### config.mk
export PLATFORM = sky130hd
export DESIGN_NAME = alu_bist_ctrl
export DESIGN_NICKNAME = d
export VERILOG_FILES = /design/src/rtl/alu_bist_pkg.sv /design/src/rtl/bist_misr.sv /design/src/rtl/alu_bist_ctrl.sv
export SDC_FILE = /design/constraint.sdc
export NUM_CORES = 1
export LEC_CHECK = 0
export ABC_AREA = 1
export BUFFER_PORTS_ARGS = -buffer_cell sky130_fd_sc_hd__buf_2
export CAP_MARGIN = 5
export CORE_UTILIZATION = 38
export DETAILED_ROUTE_END_ITERATION = 7
export GPL_ROUTABILITY_DRIVEN = 0
export PLACE_DENSITY_LB_ADDON = 0.3
export SKIP_CTS_REPAIR_TIMING = 1
export SLEW_MARGIN = 20
export SYNTH_ARGS = -nofsm -noshare
export SYNTH_HDL_FRONTEND = slang
export SYNTH_SLANG_ARGS = --single-unit
export TNS_END_PERCENT = 5
### constraint.sdc
create_clock -name clk -period 2.74 [get_ports clk]
set_clock_uncertainty 0.2 [all_clocks]
set_input_delay 0.822 -clock clk [delete_from_list [all_inputs] [get_ports clk]]
set_output_delay 0.822 -clock clk [all_outputs]
set_load 0.02 [all_outputs]
### src/rtl/alu_bist_pkg.sv
// Shared types and constants for the ALU gate BIST controller.
package alu_bist_pkg;

    typedef enum logic [1:0] {
        IDLE = 2'd0,
        RUN  = 2'd1,
        DONE = 2'd2
    } bist_state_t;

    // Galois LFSR x^32+x^22+x^2+x+1, shifted right with feedback from bit 0.
    localparam logic [31:0] LFSR_TAPS = 32'h8020_0003;

    // CRC-CCITT polynomial used by the signature register.
    localparam logic [15:0] MISR_POLY = 16'h1021;

endpackage

### src/rtl/bist_misr.sv
// Multiple-input signature register: shifts left, folds the polynomial on
// carry-out and XORs in one response word per enabled cycle.
module bist_misr
    import alu_bist_pkg::*;
#(
    parameter int WIDTH = 16
) (
    input  logic             clk,
    input  logic             rst_n,
    input  logic             clr,
    input  logic             en,
    input  logic [WIDTH-1:0] data,
    output logic [WIDTH-1:0] sig
);

    localparam logic [WIDTH-1:0] POLY = WIDTH'(MISR_POLY);

    // NOTE: sequential state uses non-blocking assignments so every flop samples pre-edge values.
    always_ff @(posedge clk or negedge rst_n) begin
        if (!rst_n) begin
            sig <= '0;
        end else if (clr) begin
            sig <= '0;
        end else if (en) begin
            sig <= {sig[WIDTH-2:0], 1'b0} ^ (sig[WIDTH-1] ? POLY : '0) ^ data;
        end
    end

endmodule

### src/rtl/alu_bist_ctrl.sv
// BIST controller for 16-bit ALU gate blocks: LFSR pattern source, MISR
// compaction, pass/fail against a golden signature.
// Optional macro ALU_BIST_DUT_REG_EN registers dut_out before compaction.
module alu_bist_ctrl
    import alu_bist_pkg::*;
#(
    parameter int                   WIDTH      = 16,
    parameter int                   N_PATTERNS = 20,
    parameter logic [2*WIDTH-1:0]   LFSR_SEED  = (2*WIDTH)'(32'hACE1_1234),
    parameter logic [WIDTH-1:0]     GOLDEN_SIG = '0
) (
    input  logic             clk,
    input  logic             rst_n,
    input  logic             start,
    output logic [WIDTH-1:0] in1,
    output logic [WIDTH-1:0] in2,
    input  logic [WIDTH-1:0] dut_out,
    output logic             busy,
    output logic             done,
    output logic             pass,
    output logic [WIDTH-1:0] signature,
    output logic [15:0]      pat_cnt
);

    localparam int              LW        = 2 * WIDTH;
    localparam logic [LW-1:0]   TAPS      = LW'(LFSR_TAPS);
    localparam logic [15:0]     LAST_PAT  = 16'(N_PATTERNS - 1);

    bist_state_t      state;
    logic [LW-1:0]    lfsr;
    logic             launch;
    logic             absorb;
    logic [WIDTH-1:0] misr_data;

    // start only matters outside RUN; a run in flight is never restarted.
    assign launch = start && (state != RUN);

`ifdef ALU_BIST_DUT_REG_EN
    logic [WIDTH-1:0] dut_q;
    logic             primed;

    // The word held in dut_q during the first RUN cycle predates the run, so it is skipped.
    always_ff @(posedge clk or negedge rst_n) begin
        if (!rst_n) begin
            dut_q  <= '0;
            primed <= 1'b0;
        end else begin
            dut_q  <= dut_out;
            primed <= (state == RUN);
        end
    end

    assign absorb    = (state == RUN) && primed;
    assign misr_data = dut_q;
`else
    assign absorb    = (state == RUN);
    assign misr_data = dut_out;
`endif

    always_ff @(posedge clk or negedge rst_n) begin
        if (!rst_n) begin
            state   <= IDLE;
            lfsr    <= '0;
            pat_cnt <= '0;
            busy    <= 1'b0;
            done    <= 1'b0;
        end else begin
            case (state)
                IDLE, DONE: begin
                    if (start) begin
                        state   <= RUN;
                        lfsr    <= LFSR_SEED;
                        pat_cnt <= '0;
                        busy    <= 1'b1;
                        done    <= 1'b0;
                    end
                end
                RUN: begin
                    lfsr <= {1'b0, lfsr[LW-1:1]} ^ (lfsr[0] ? TAPS : '0);
                    if (absorb) begin
                        pat_cnt <= pat_cnt + 16'd1;
                        if (pat_cnt == LAST_PAT) begin
                            state <= DONE;
                            busy  <= 1'b0;
                            done  <= 1'b1;
                        end
                    end
                end
                default: begin
                    state <= IDLE;
                    busy  <= 1'b0;
                    done  <= 1'b0;
                end
            endcase
        end
    end

    bist_misr #(
        .WIDTH (WIDTH)
    ) u_misr (
        .clk   (clk),
        .rst_n (rst_n),
        .clr   (launch),
        .en    (absorb),
        .data  (misr_data),
        .sig   (signature)
    );

    assign in1  = lfsr[LW-1:WIDTH];
    assign in2  = lfsr[WIDTH-1:0];
    assign pass = done && (signature == GOLDEN_SIG);

endmodule

==> run summary, run 1 <==
Dpl cell area = 3690 um^2
Initial antenna violation count = 0
CP Cell Sequence = inv_1, nand4_1, nor2_1, and3_1, buf_2
P per Cell Area = 1270 nW/um^2
Leak Pwr = 2.03 nW
Critical Path AT = 1.38 ns
Fraction of layout cells with a size suffix above 1 = 23.0%
WP data required = 1.72 ns
Longest Clk Path Bufs = 2
FF+latch area = 1680 um^2
Most common cell after layout, fill and taps aside = buf_2
Maximum single-stage delay on the critical path = 0.41 ns
Max FO, Critical Path = 4
Finished Cell Area = 3900 um^2
Effective utilization at floorplan = 39.8%
CTS clk-pin slew, worst paths = 0.07 ns
Cells after synthesis = 383
Synth warn = 0
WS Path Type = reg2out
Footprint of the multi-input gates = 1160 um^2
Area of the mapped netlist = 3120 um^2
All-Layer GR Usage = 19.0%
Largest delay share family, worst path = flip-flops
Worst setup SP type = flip-flop
Ports = 86
Hold WC Path Type = in2async
Iteration-0 DRC count of the detailed router = 116
Hold Vio Cnt, Final = 0
Crit end category = output pin
Vias = 2796
Core region area = 7850 um^2
# H-tree levels = 3
Clock tree from TritonCTS = done
Most frequent cells in the layout = buf_2 (85), nand2_1 (70), dfrtp_1 (67)
#FFs+latches synth = 67
Setup_tns = 0 ns
Row cnt = 32
DRC = 0
Status = finished clean
Final wirelength = 7780 um
DR vias/cell = 4.82
Clk_lat worst skew = 0.34 ns
Root Buffer = clkbuf_8
Width of the die = 92.7 um
RSZ-0062 raised after global routing = false
Final worst path period share = 87.8%
Final Net Count = 493
Vias in the first global route = 2657
Buffers on Ports = 85
CP bufs+invs = 2
Largest net degree at the start of global routing = 68
Highest clock rate = 416 MHz
Clk sinks = 67
Drt pass-1 iters = 4
Num CTS Buffers = 9
Slowest cell on crit path = dfrtp_1
MaxCap Viol Count = 0
Slew margin rel. = 59.0%
Minimum clock period = 2.41 ns
Overflow after GRT = 0
Mean Syn Cell Area = 8.16 um^2
VDD IR-drop max = 0.502 mV
Worst-margin pin slew = 0.613 ns
Sequential fraction of the synthesis area = 53.7%
Die Y = 92.7 um
Synth Net Count = 403
ANT cells = 0
Layout area overhead = 24.9%
Number of library cell types mapped by synthesis = 22
First-pass GRT wire length = 12600 um
DR WL/cell = 13.4 um
# setup viols final = 0
FILL cells = 789
Slew Viols, Final = 0
Hpwl dp = 5330 um
Antenna Nets Post-Route = 0
Die ar. = 8590 um^2
-- through the flow --
step           power [mW]  utilization, %  setup WS [ns]  hold WS [ns]  instances
2_1_floorplan        3.28               -          0.721         0.300        383
3_3_place_gp         4.01            47.0          0.704         0.297        564
3_5_place_dp         4.07            47.0          0.702         0.296        564
4_1_cts              4.99            49.7          0.323         0.302        580
5_1_grt              5.34            49.7          0.229         0.321        580
6_report             4.94            49.7          0.334         0.271        580
-- synth_stat cells (all sizes together) --
library cell	n	share of area (%)
nand2	70	8.4
dfrtp	67	54
inv	61	7.3
o21ai	49	7.8
nor2	37	4.6
a21oi	28	4.5
nand3	20	3.2
o21bai	14	3.4
o22ai	12	2.4
buf	10	1.6
clkbuf	3	0.36
nand4	3	0.60
nand3b	2	0.48
nor3	2	0.32
a31oi	1	0.20
and3	1	0.20
ha	1	0.40
o31ai	1	0.24
xnor2	1	0.28
-- state kept, by name, indices dropped and copies added, names as in the netlist --
name,count
busy,1
done,1
lfsr,32
pat_cnt,16
state,1
u_misr.sig,16
-- layout make-up --
type | count | area share [%]
clock inverter | 6 | 2.28
sequential | 67 | 43.0
timing repair buffer | 92 | 12.6
tap | 102 | 3.27
inverter | 61 | 5.87
multi-input combinational | 242 | 29.8
clock buffer | 10 | 3.27
-- final timing paths --
path / startpoint / to / slack, ns / depth (start not counted)
setup / recovery: u_misr.sig[1] / pass / 0.33 / 5
hold / removal: rst_n / u_misr.sig[6] / 0.27 / 2
setup reg to reg: state[0] / pat_cnt[6] / 0.81 / 6
hold reg to reg: lfsr[24] / lfsr[23] / 0.32 / 2
max in group asynchronous: rst_n / pat_cnt[13] / 1.74 / 2
min in group clk: lfsr[24] / lfsr[23] / 0.32 / 2
-- routing by layer --
metal  track usage [%]  vias to the layer above  part of all wire, %
li1                  -                     1418                    -
met1              25.6                     1305                   48
met2              29.9                       63                   47
met3              3.45                       10                  3.9
met4              8.21                        0                  1.4
met5                 0                        -                    0
-- report_power, final --
| group | internal (mW) | switching [mW] | leakage, nW |
|---|---|---|---|
| Combinational | 0.770 | 1.46 | 1.10 |
| Sequential | 1.43 | 0.380 | 0.826 |
| Clock | 0.514 | 0.392 | 0.103 |
| Total | 2.71 | 2.23 | 2.03 |
-- cells by family after synthesis --
| logic type | share of synthesized area (%) |
|---|---|
| AND/OR/NAND/NOR | 17.8 |
| XOR/XNOR | 0.280 |
| flip-flops | 53.7 |
| adder cells (fa/ha/maj) | 0.400 |
| AO/OA/AOI/OAI | 18.5 |
| buffers and inverters | 9.29 |
No activity file was read; power rests on OpenSTA's default activity.
==> inputs of run 2 (changes only) <==
--- a/config.mk
+++ b/config.mk
@@ -6,9 +6,9 @@
 export NUM_CORES = 1
 export LEC_CHECK = 0
 export ABC_AREA = 1
-export BUFFER_PORTS_ARGS = -buffer_cell sky130_fd_sc_hd__buf_2
+export BUFFER_PORTS_ARGS = -buffer_cell sky130_fd_sc_hd__buf_4
 export CAP_MARGIN = 5
-export CORE_UTILIZATION = 38
+export CORE_UTILIZATION = 50
 export DETAILED_ROUTE_END_ITERATION = 7
 export GPL_ROUTABILITY_DRIVEN = 0
 export PLACE_DENSITY_LB_ADDON = 0.3
==> run 2 against run 1 <==
  * Clock power decreased by 9.9%
  * Hold slack got worse by 0.054 ns
  * Sequential share of layout area decreased by 1.6 points
  * Via count increased by 3.1%
  * Maximum frequency increased by 0.39%
  * Count of clock-buffer cells in the layout unchanged
  * Largest cell class unchanged
==> run summary, run 2 (synthesis gave the netlist of run 1 again) <==
Status = finished clean
# H-tree levels = 3
Clk_lat worst skew = 0.35 ns
Buffers on Ports = 85
Core region area = 5990 um^2
Hpwl dp = 5380 um
Reg with most FFs = lfsr
Largest delay share family, worst path = flip-flops
Vias in the first global route = 2724
Die Y = 81.0 um
DRC = 0
Fin util = 67.7%
Clk sinks = 67
CP Cell Sequence = inv_1, nand2_1, nor2_1, and3_1, buf_4
Ports = 86
Die ar. = 6570 um^2
# setup viols final = 0
Critical Path AT = 1.37 ns
Vias = 2884
Highest clock rate = 417 MHz
P per Cell Area = 1260 nW/um^2
Most frequent cells in the layout = buf_4 (91), nand2_1 (70), dfrtp_1 (67)
Largest net degree at the start of global routing = 36
Hold Vio Cnt, Final = 0
Largest register FFs = 32
Hold WC Path Type = in2async
Effective utilization at floorplan = 52.2%
CP Depth = 5
Width of the die = 81.0 um
Slew margin rel. = 62.3%
Overflow after GRT = 0
VDD IR-drop max = 0.689 mV
Initial antenna violation count = 0
Row cnt = 28
Fraction of layout cells with a size suffix above 1 = 23.0%
Num CTS Buffers = 9
RSZ-0062 raised after global routing = false
Antenna Nets Post-Route = 0
Final wirelength = 7660 um
Setup_tns = 0 ns
Crit end category = output pin
Max FO, Critical Path = 6
ANT cells = 0
Maximum single-stage delay on the critical path = 0.45 ns
CTS clk-pin slew, worst paths = 0.08 ns
Longest Clk Path Bufs = 2
WP data required = 1.72 ns
Root Buffer = clkbuf_8
CP bufs+invs = 2
Worst setup SP type = flip-flop
WS Path Type = reg2out
DR WL/cell = 13.9 um
Largest regs = lfsr (32), pat_cnt (16), u_misr.sig (16)
MaxCap Viol Count = 0
Worst-margin pin slew = 0.564 ns
Most common cell after layout, fill and taps aside = buf_4
Minimum clock period = 2.40 ns
Clock tree from TritonCTS = done
R2R depth = 6
Final Net Count = 493
Final worst path period share = 87.5%
Slew Viols, Final = 0
Layout area overhead = 29.9%
All-Layer GR Usage = 25.2%
Leak Pwr = 2.08 nW
Slowest cell on crit path = dfrtp_1
DR vias/cell = 5.22
Drt pass-1 iters = 4
First-pass GRT wire length = 12600 um
Iteration-0 DRC count of the detailed router = 173
run 2: changes by cell type in the layout (fill, tap and decap cells not counted), sizes merged:
cell and change:
clkinv +2, bufinv -1, clkinvlp -1
run 2: routing by layer:
layer  part of all wire [%]  routed length, um  global-route usage (%)
met1                     43               3290                    33.5
met4                    1.6                122                    11.3
met5                      0                  0                       0
met2                     49               3740                    39.9
met3                    6.6                505                    5.06
run 2: cell type report:
type,count,area [um^2]
multi-input combinational,242,1160
timing repair buffer,92,703
inverter,61,229
clock buffer,10,128
sequential,67,1680
clock inverter,6,65.1
tap,75,93.8
fill,513,1930
run 2: path summary, 6_finish.rpt:
path,startpoint,to,slack (ns)
max in group asynchronous,rst_n,state[0],1.60
min in group clk,lfsr[24],lfsr[24],0.33
worst min-delay path,rst_n,lfsr[2],0.22
worst max-delay path,u_misr.sig[15],pass,0.34
worst min register to register,lfsr[24],lfsr[24],0.33
worst max register to register,state[0],u_misr.sig[11],0.93
run 2: through the flow:
stage                     instance area (um^2)  setup slack, ns  power, mW  hold WS, ns  std cells
after floorplan                           3120            0.721       3.28        0.300        383
after global placement                    3860            0.741       4.25        0.294        537
after detailed placement                  3860            0.739       4.32        0.301        537
after CTS                                 4060            0.349       5.15        0.227        553
after global routing                      4060            0.267       5.53        0.245        553
final                                     4060            0.344       5.13        0.217        553
run 2: worst reg2reg max path, stage by stage (launching register included):
cell and delay (ns):
dfrtp_1 0.43, inv_2 0.07, nor2_4 0.37, buf_4 0.27, o21ai_0 0.09, a21oi_1 0.17, o21bai_1 0.14
run 2: report_power, final:
part,internal (mW),switching (mW)
clock,0.422,0.394
combinational,1.01,1.47
sequential,1.43,0.407
